[src/rtl/uart_pkg.sv]
// Shared definitions for the UART receive path: state encoding, frame size, default bit period.
package uart_pkg;

    typedef enum logic [2:0] {
        WAIT_IDLE = 3'd0,
        IDLE      = 3'd1,
        START     = 3'd2,
        DATA      = 3'd3,
        STOP      = 3'd4
    } rx_state_t;

    localparam int DATA_BITS            = 8;
    localparam int CLKS_PER_BIT_DEFAULT = 104;

endpackage

[src/rtl/rx_sync.sv]
// Two-flop synchronizer for an idle-high async line; both flops reset to 1.
module rx_sync (
    input  logic clk,
    input  logic rst,
    input  logic i_async,
    output logic o_sync
);

    logic r_meta;
    logic r_sync;

    always_ff @(posedge clk) begin
        if (rst) begin
            r_meta <= 1'b1;
            r_sync <= 1'b1;
        end else begin
            r_meta <= i_async;
            r_sync <= r_meta;
        end
    end

    assign o_sync = r_sync;

endmodule

[src/rtl/uart_rx_bitstream.sv]
// 8N1 receiver that emits each data bit as a one-cycle strobe, LSB first, marking bit 0 of each byte.
// Optional macro UART_RX_MAJORITY_VOTE_EN: 2-of-3 vote around mid-bit, decisions one cycle later.
//
// state     | meaning
// WAIT_IDLE | wait for CLKS_PER_BIT consecutive high samples before arming
// IDLE      | armed, waiting for a high->low edge
// START     | timing to mid start bit; high sample rejects the edge as a glitch
// DATA      | sample and strobe 8 data bits at mid-bit
// STOP      | check stop bit; low flags a framing error and re-enters WAIT_IDLE
module uart_rx_bitstream
    import uart_pkg::*;
#(
    parameter int CLKS_PER_BIT = CLKS_PER_BIT_DEFAULT
) (
    input  logic clk,
    input  logic rst,
    input  logic rx_pin,
    output logic rx_bit,
    output logic rx_bit_valid_now,
    output logic rx_byte_start,
    output logic rx_frame_err,
    output logic rx_busy
);

    localparam int HALF_BIT = CLKS_PER_BIT / 2;
    localparam int CNT_W    = $clog2(CLKS_PER_BIT);
    localparam int IDX_W    = $clog2(DATA_BITS);

    localparam logic [CNT_W-1:0] CNT_LAST = CNT_W'(CLKS_PER_BIT - 1);
    localparam logic [IDX_W-1:0] IDX_LAST = IDX_W'(DATA_BITS - 1);
`ifdef UART_RX_MAJORITY_VOTE_EN
    localparam logic [CNT_W-1:0] START_LAST = CNT_W'(HALF_BIT);
`else
    localparam logic [CNT_W-1:0] START_LAST = CNT_W'(HALF_BIT - 1);
`endif

    logic w_sync;
    logic w_sample;

    rx_state_t        r_state;
    rx_state_t        w_state_nxt;
    logic [CNT_W-1:0] r_cnt;
    logic [CNT_W-1:0] w_cnt_nxt;
    logic [IDX_W-1:0] r_bit_idx;
    logic [IDX_W-1:0] w_idx_nxt;
    logic             r_prev;
    logic             w_strobe;
    logic             w_err;
    logic             w_bit_nxt;

    logic r_bit;
    logic r_valid;
    logic r_byte_start;
    logic r_err;
    logic r_busy;

    rx_sync u_sync (
        .clk     (clk),
        .rst     (rst),
        .i_async (rx_pin),
        .o_sync  (w_sync)
    );

`ifdef UART_RX_MAJORITY_VOTE_EN
    // r_hist[1] is mid-1 and r_hist[0] is mid when the decision is taken at mid+1
    logic [1:0] r_hist;

    always_ff @(posedge clk) begin
        if (rst) begin
            r_hist <= 2'b11;
        end else begin
            r_hist <= {r_hist[0], w_sync};
        end
    end

    assign w_sample = (r_hist[1] & r_hist[0]) | (r_hist[1] & w_sync) | (r_hist[0] & w_sync);
`else
    assign w_sample = w_sync;
`endif

    always_comb begin
        w_state_nxt = r_state;
        w_cnt_nxt   = r_cnt + 1'b1;
        w_idx_nxt   = r_bit_idx;
        w_strobe    = 1'b0;
        w_err       = 1'b0;
        w_bit_nxt   = r_bit;
        case (r_state)
            WAIT_IDLE: begin
                if (!w_sync) begin
                    w_cnt_nxt = '0;
                end else if (r_cnt == CNT_LAST) begin
                    w_cnt_nxt   = '0;
                    w_state_nxt = IDLE;
                end
            end
            IDLE: begin
                w_cnt_nxt = '0;
                if (r_prev && !w_sync) begin
                    w_state_nxt = START;
                end
            end
            START: begin
                if (r_cnt == START_LAST) begin
                    w_cnt_nxt   = '0;
                    w_idx_nxt   = '0;
                    w_state_nxt = w_sample ? IDLE : DATA;
                end
            end
            DATA: begin
                if (r_cnt == CNT_LAST) begin
                    w_cnt_nxt = '0;
                    w_strobe  = 1'b1;
                    w_bit_nxt = w_sample;
                    if (r_bit_idx == IDX_LAST) begin
                        w_state_nxt = STOP;
                    end else begin
                        w_idx_nxt = r_bit_idx + 1'b1;
                    end
                end
            end
            STOP: begin
                if (r_cnt == CNT_LAST) begin
                    w_cnt_nxt = '0;
                    if (w_sample) begin
                        w_state_nxt = IDLE;
                    end else begin
                        w_err       = 1'b1;
                        w_state_nxt = WAIT_IDLE;
                    end
                end
            end
            default: begin
                w_cnt_nxt   = '0;
                w_state_nxt = WAIT_IDLE;
            end
        endcase
    end

    always_ff @(posedge clk) begin
        if (rst) begin
            r_state      <= WAIT_IDLE;
            r_cnt        <= '0;
            r_bit_idx    <= '0;
            r_prev       <= 1'b1;
            r_bit        <= 1'b0;
            r_valid      <= 1'b0;
            r_byte_start <= 1'b0;
            r_err        <= 1'b0;
            r_busy       <= 1'b0;
        end else begin
            r_state      <= w_state_nxt;
            r_cnt        <= w_cnt_nxt;
            r_bit_idx    <= w_idx_nxt;
            r_prev       <= w_sync;
            r_bit        <= w_bit_nxt;
            r_valid      <= w_strobe;
            r_byte_start <= w_strobe && (r_bit_idx == '0);
            r_err        <= w_err;
            r_busy       <= (w_state_nxt == START) || (w_state_nxt == DATA) ||
                            (w_state_nxt == STOP);
        end
    end

    assign rx_bit           = r_bit;
    assign rx_bit_valid_now = r_valid;
    assign rx_byte_start    = r_byte_start;
    assign rx_frame_err     = r_err;
    assign rx_busy          = r_busy;

endmodule

[config.mk]
export PLATFORM = sky130hd
export DESIGN_NAME = uart_rx_bitstream
export DESIGN_NICKNAME = d
export VERILOG_FILES = /design/src/rtl/uart_pkg.sv /design/src/rtl/rx_sync.sv /design/src/rtl/uart_rx_bitstream.sv
export SDC_FILE = /design/constraint.sdc
export NUM_CORES = 1
export LEC_CHECK = 0
export CAP_MARGIN = 40
export CORE_UTILIZATION = 55
export DETAILED_ROUTE_END_ITERATION = 12
export PLACE_DENSITY = 0.87
export SYNTH_ARGS = -nofsm -noshare
export SYNTH_HDL_FRONTEND = slang
export SYNTH_HIERARCHICAL = 1
export SYNTH_SLANG_ARGS = --single-unit
export TNS_END_PERCENT = 5
[constraint.sdc]
create_clock -name clk -period 3.7 [get_ports clk]
set_clock_uncertainty 0.1 [all_clocks]
set_input_delay 0.37 -clock clk [delete_from_list [all_inputs] [get_ports clk]]
set_output_delay 0.37 -clock clk [all_outputs]
set_load 0.01 [all_outputs]
=== After elaboration in Yosys (flattened, before gate mapping) ===
Cells that the tools add are included.

* Bits in registers: 21
* Input port bits: 3

* Add/subtract/negate cells: 2
* Equal/unequal tests: 13
* Multiplexer cells: 21
* Bitwise operators: 2
* Reductions and logical operators: 12

{| class="wikitable"
|+ Operators by type and width
! kind !! number
|-
| 2-to-1 mux 3 bit || 10
|-
| 2-to-1 mux 7 bit || 3
|-
| case mux 7 bit (3 select lines) || 1
|-
| case mux 3 bit (5 select lines) || 1
|-
| equality test 3 x 2 -> 1 bit, second input constant || 4
|-
| equality test 3 bit, second input constant || 3
|-
| adder 7 x 1 -> 7 bit, second input constant || 1
|-
| equality test 7 x 6 -> 1 bit, second input constant || 1
|-
| equality test 7 bit, second input constant || 1
|-
| logical NOT 3 bit || 2
|-
| != test 2 bit, second input constant || 3
|-
| case mux 3 bit (2 select lines) || 1
|-
| 2-to-1 mux 1 bit || 4
|-
| AND reduction 4 bit || 1
|-
| adder 3 x 1 -> 3 bit, second input constant || 1
|-
| equality test 3 x 1 -> 1 bit, second input constant || 1
|-
| OR reduction 3 bit || 1
|-
| logical AND 1 bit || 2
|-
| logical OR 1 bit || 2
|-
| 2-to-1 mux 2 bit || 1
|-
| inverter 1 bit || 2
|-
| AND reduction 2 bit || 1
|-
| nonzero test 2 bit || 1
|-
| OR reduction 2 bit || 1
|-
| logical NOT 1 bit || 1
|}

=== Logic depth before layout (Yosys ltp) ===
* Depth in word-level cells: 7
* Depth in mapped cells: 6
* Depth with buffers taken out: 6

=== By module ===
The synthesis kept the hierarchy.

{| class="wikitable"
|+ By module, submodules not included
! module !! instances !! cells an instance !! area an instance (µm²) !! seq. area each (µm²)
|-
| uart_rx_bitstream || 1 || 104 || 940.9 || 380.4
|-
| rx_sync || 1 || 4 || 52.6 || 40.0
|}

=== Least setup slack after synthesis ===
No wires, ideal clock.

* Path type: register to register
* From: reg r_cnt[0]
* To: reg r_busy, in the netlist rx_busy
* Library setup time: 0.120 ns
* Arrival time: 1.572 ns
* Setup slack: 1.908 ns
* Cell stages (with the launch flop): 6
* Buffers on the path: 0
* Period minus slack after synthesis: 1.792 ns
* Path through: dfxtp_1 > ha_1 > nand2b_1 > or4_4 > a31o_1 > or2_1

* Cells in the longest elaborated chain, start to end: 7
* Elaborated cells on any way between the ends: 13
* Those cells by class: eq/ne: 5; mux: 6; reduce/logical: 2

{| class="wikitable"
|+ RTL lines
! item !! line !! source
|-
| start, declared || uart_rx_bitstream.sv:42 || <nowiki>logic [CNT_W-1:0] r_cnt;</nowiki>
|-
| start signal, assigned || uart_rx_bitstream.sv:153 || <nowiki>r_cnt <= w_cnt_nxt;</nowiki>
|-
| equality test 7 bit || uart_rx_bitstream.sv:92, uart_rx_bitstream.sv:111, uart_rx_bitstream.sv:123 ||
|-
| 2-to-1 mux 3 bit || uart_rx_bitstream.sv:92 || <nowiki>end else if (r_cnt == CNT_LAST) begin</nowiki>
|-
| 2-to-1 mux 3 bit || uart_rx_bitstream.sv:90 || <nowiki>if (!w_sync) begin</nowiki>
|-
| case mux 3 bit (5 select lines) * || uart_rx_bitstream.sv:88 || <nowiki>case (r_state)</nowiki>
|-
| equality test 3 x 2 -> 1 bit || uart_rx_bitstream.sv:160 || <nowiki>r_busy <= (w_state_nxt == START) || (w_state_nxt == DATA) ||</nowiki>
|-
| logical OR 1 bit || uart_rx_bitstream.sv:160 ||
|-
| logical OR 1 bit * || uart_rx_bitstream.sv:160 ||
|-
| end signal, assigned || uart_rx_bitstream.sv:160 ||
|-
| end, declared || uart_rx_bitstream.sv:55 || <nowiki>logic r_busy;</nowiki>
|}

Every way passes the cells marked *; elsewhere a longest branch is shown, timed or not.
A chain may end at the register's enable or synchronous reset.

=== Worst setup path after layout ===
Ends and elaborated chain as after synthesis.

==> impl_metrics.py <==
metrics = {
    "status": {
        "status": "finished, final reports clean",
    },
    "finish": {
        "area_delta_synth_final_pct": 11.46,
        "nNetsFinal": 124,
        "fill_cells": 126,
        "drive_above_1_share_pct": 6.034,
        "antenna_cells_inserted": 0,
    },
    "critical_path": {
        "end_kind": "flop",
        "cp_max_fo": 6,
        "start_kind": "flop",
        "required_ns": 3.80,
        "criticalPathCategory": "reg2reg",
        "worstPathArrival_ns": 2.05,
    },
    "yosys": {
        "synth_area_leaders": "dfxtp_1, ha_1, nand3_1",
        "avgSynthCellArea_sq_um": 9.199,
        "synth_ff_type": "dfxtp_1",
        "synth_area_sq_um": 993.5,
        "yosys.area.top_type_share_pct": 42.32,
        "async_flop_share_pct": 0,
        "ys_ff_latch": 21,
        "yosys_warnings": 6,
        "synth_edf_count": 0,
        "synth_largest_area_cell": "dfxtp_1",
        "synth_cell_types": 39,
        "syn_nets": 115,
        "yosysSeqAreaShare_pct": 42.32,
        "syn_inst": 108,
    },
    "grt": {
        "antenna_found_initial": 0,
        "grt_use_met1_pct": 27.41,
        "grt.total_usage_pct": 20.87,
        "grt_overflow_total": 0,
        "grt_pass1_vias": 695,
        "grt_pass1_wl_um": 3001,
        "grt_start_max_net_pins": 14,
        "grtUsageMet3_pct": 4.898,
        "busiest_layer": "met2",
        "grt_util_met2_pct": 31.18,
    },
    "run": {
        "drv_cap": 0,
    },
    "cts": {
        "cts_hold_buffers": 0,
        "post_cts_buffers": 0,
        "cts_buffers": 3,
        "clk_pin_slew_ns": 0.12,
        "cts.sinks": 21,
        "clockBufferDepth": 2,
        "cts_tree": "yes",
        "clk-insertion-delay-late_ns": 0.31,
        "ctsResizeCount": 0,
        "clockRootBuffer": "clkbuf_4",
        "htree_levels": 1,
    },
    "route": {
        "ant_nets": 0,
        "via_count": 791,
        "drcViolationCount": 0,
        "drtIter0Drc": 31,
        "drt_pre_antenna_iters": 4,
        "wl_per_cell_um": 12.58,
        "viasPerCell": 5.650,
        "wl_um": 1761,
    },
    "power_and_ir_drop": {
        "peakVddDrop_v": 0.0002705,
        "pwr_density_cell_nw_per_um2": 336.8,
        "power.leakage_nw": 0.3965,
    },
    "die": {
        "core.rowCount": 14,
        "ios": 8,
        "die-height_um": 44.50,
        "start_util_pct": 62.32,
        "fp.coreArea_sq_um": 1594,
        "die_area_sq_um": 1980,
        "dieWidth_um": 44.50,
    },
    "timing": {
        "final-setup-viol-count": 0,
        "max_slew.worst_pin.slew_ns": 0.5469,
        "relSlewSlack_pct": 63.03,
        "rsz0062_at_grt": "no",
        "tns_ns": 0,
        "setup_slack_ns": 1.745,
        "finalHoldViolCount": 0,
        "fin_crit_sh_pct": 52.84,
        "drv_slew": 0,
        "fmax_ghz": 0.5115,
        "period_needed_ns": 1.955,
    },
    "place": {
        "gp_congestion": 0.8427,
        "pre_cts_ws_ns": 1.603,
        "io_buffers": 7,
        "place_hpwl_um": 1267,
    },
    "min_path": {
        "hold_class": "reg2reg",
    },
}
## sequential cells by signal, summed over array words and instances, names as in the netlist
name	flops
r_cnt	7
r_bit_idx	3
r_state	3
r_prev	1
rx_bit	1
rx_bit_valid_now	1
rx_busy	1
rx_byte_start	1
rx_frame_err	1
u_sync/o_sync	1
u_sync/r_meta	1
## cell usage after synthesis (2+ instances only)
cell,number
nand3_1,10
a31o_1,2
xor2_1,3
or2_1,3
dfxtp_1,21
a31oi_1,3
ha_1,4
nand2b_1,5
inv_1,3
or2_2,2
clkbuf_1,2
and3_1,3
and3b_1,2
nand2_1,6
nor3_1,8
nor2_1,7
xnor2_1,2
## cell type report
class	instances	area [sq um]	area share, %
sequential	21	420.4	37.97
clock buffer	4	26.28	2.373
inverter	3	11.26	1.017
tap	24	30.03	2.712
timing repair buffer	7	70.07	6.328
multi-input combinational	81	549.3	49.60
## power breakdown
part / total [W] / switching (W) / internal, W
clock network: 0.000110 / 0.0000683 / 0.0000420
logic: 0.0000232 / 0.0000117 / 0.0000115
registers: 0.000239 / 0.00000621 / 0.000233
## worst max-delay path: stages, from the launching register on
cell      delay [ns]
dfxtp_1         0.37
ha_1            0.28
nand2b_1        0.11
or4_4           0.53
a31o_1          0.25
or2_1           0.20
## logic make-up (layout without fill, tap and decap cells)
group                    Yosys count  after routing  share of synthesized area [%]
AO/OA/AOI/OAI                     14             14                          10.83
XOR/XNOR                           5              5                          4.409
adder cells (fa/ha/maj)            4              4                          5.038
buffers and inverters              6             14                          2.393
flip-flops                        21             21                          42.32
multiplexers                       1              1                          1.008
AND/OR/NAND/NOR                   57             57                          34.01
## layout by cell type (no fill, tap or decap), types with 2 or more instances in the layout
| master | synthesis | final |
|---|---|---|
| clkbuf_4 | 0 | 3 |
| and3b_1 | 2 | 2 |
| ha_1 | 4 | 4 |
| xnor2_1 | 2 | 2 |
| or2_2 | 2 | 2 |
| clkdlybuf4s50_1 | 0 | 7 |
| inv_1 | 3 | 3 |
| nand3_1 | 10 | 10 |
| dfxtp_1 | 21 | 21 |
| and3_1 | 3 | 3 |
| or2_1 | 3 | 3 |
| nand2b_1 | 5 | 5 |
| nor3_1 | 8 | 8 |
| a31o_1 | 2 | 2 |
| nand2_1 | 6 | 6 |
| a31oi_1 | 3 | 3 |
| xor2_1 | 3 | 3 |
| nor2_1 | 7 | 7 |
## final timing paths
check,end,cells past startpoint,from,slack (ns)
setup / recovery,rx_busy,5,r_cnt[0],1.75
hold / removal,u_sync/o_sync,1,u_sync/r_meta,0.31
setup reg to reg,rx_busy,5,r_cnt[0],1.75
hold reg to reg,u_sync/o_sync,1,u_sync/r_meta,0.31
## through the flow
step	cell area [sq um]	hold WS, ns	util [%]	instances	power (W)
after detailed placement	1081	0.2889	67.82	136	0.0002682
after global placement	1081	0.2996	67.82	136	0.0002666
final	1107	0.3149	69.47	140	0.0003730
after CTS	1107	0.3188	69.47	140	0.0003740
after floorplan	993.5	0.2832	-	108	0.0002605
after global routing	1107	0.3481	69.47	140	0.0003892
## per-layer routing
metal,share of wire (%),vias up
met3,4.4,2
met4,0.74,0
met2,46,23
li1,-,406
met1,49,360
met5,0,-
(Power assumes the default switching activity.)
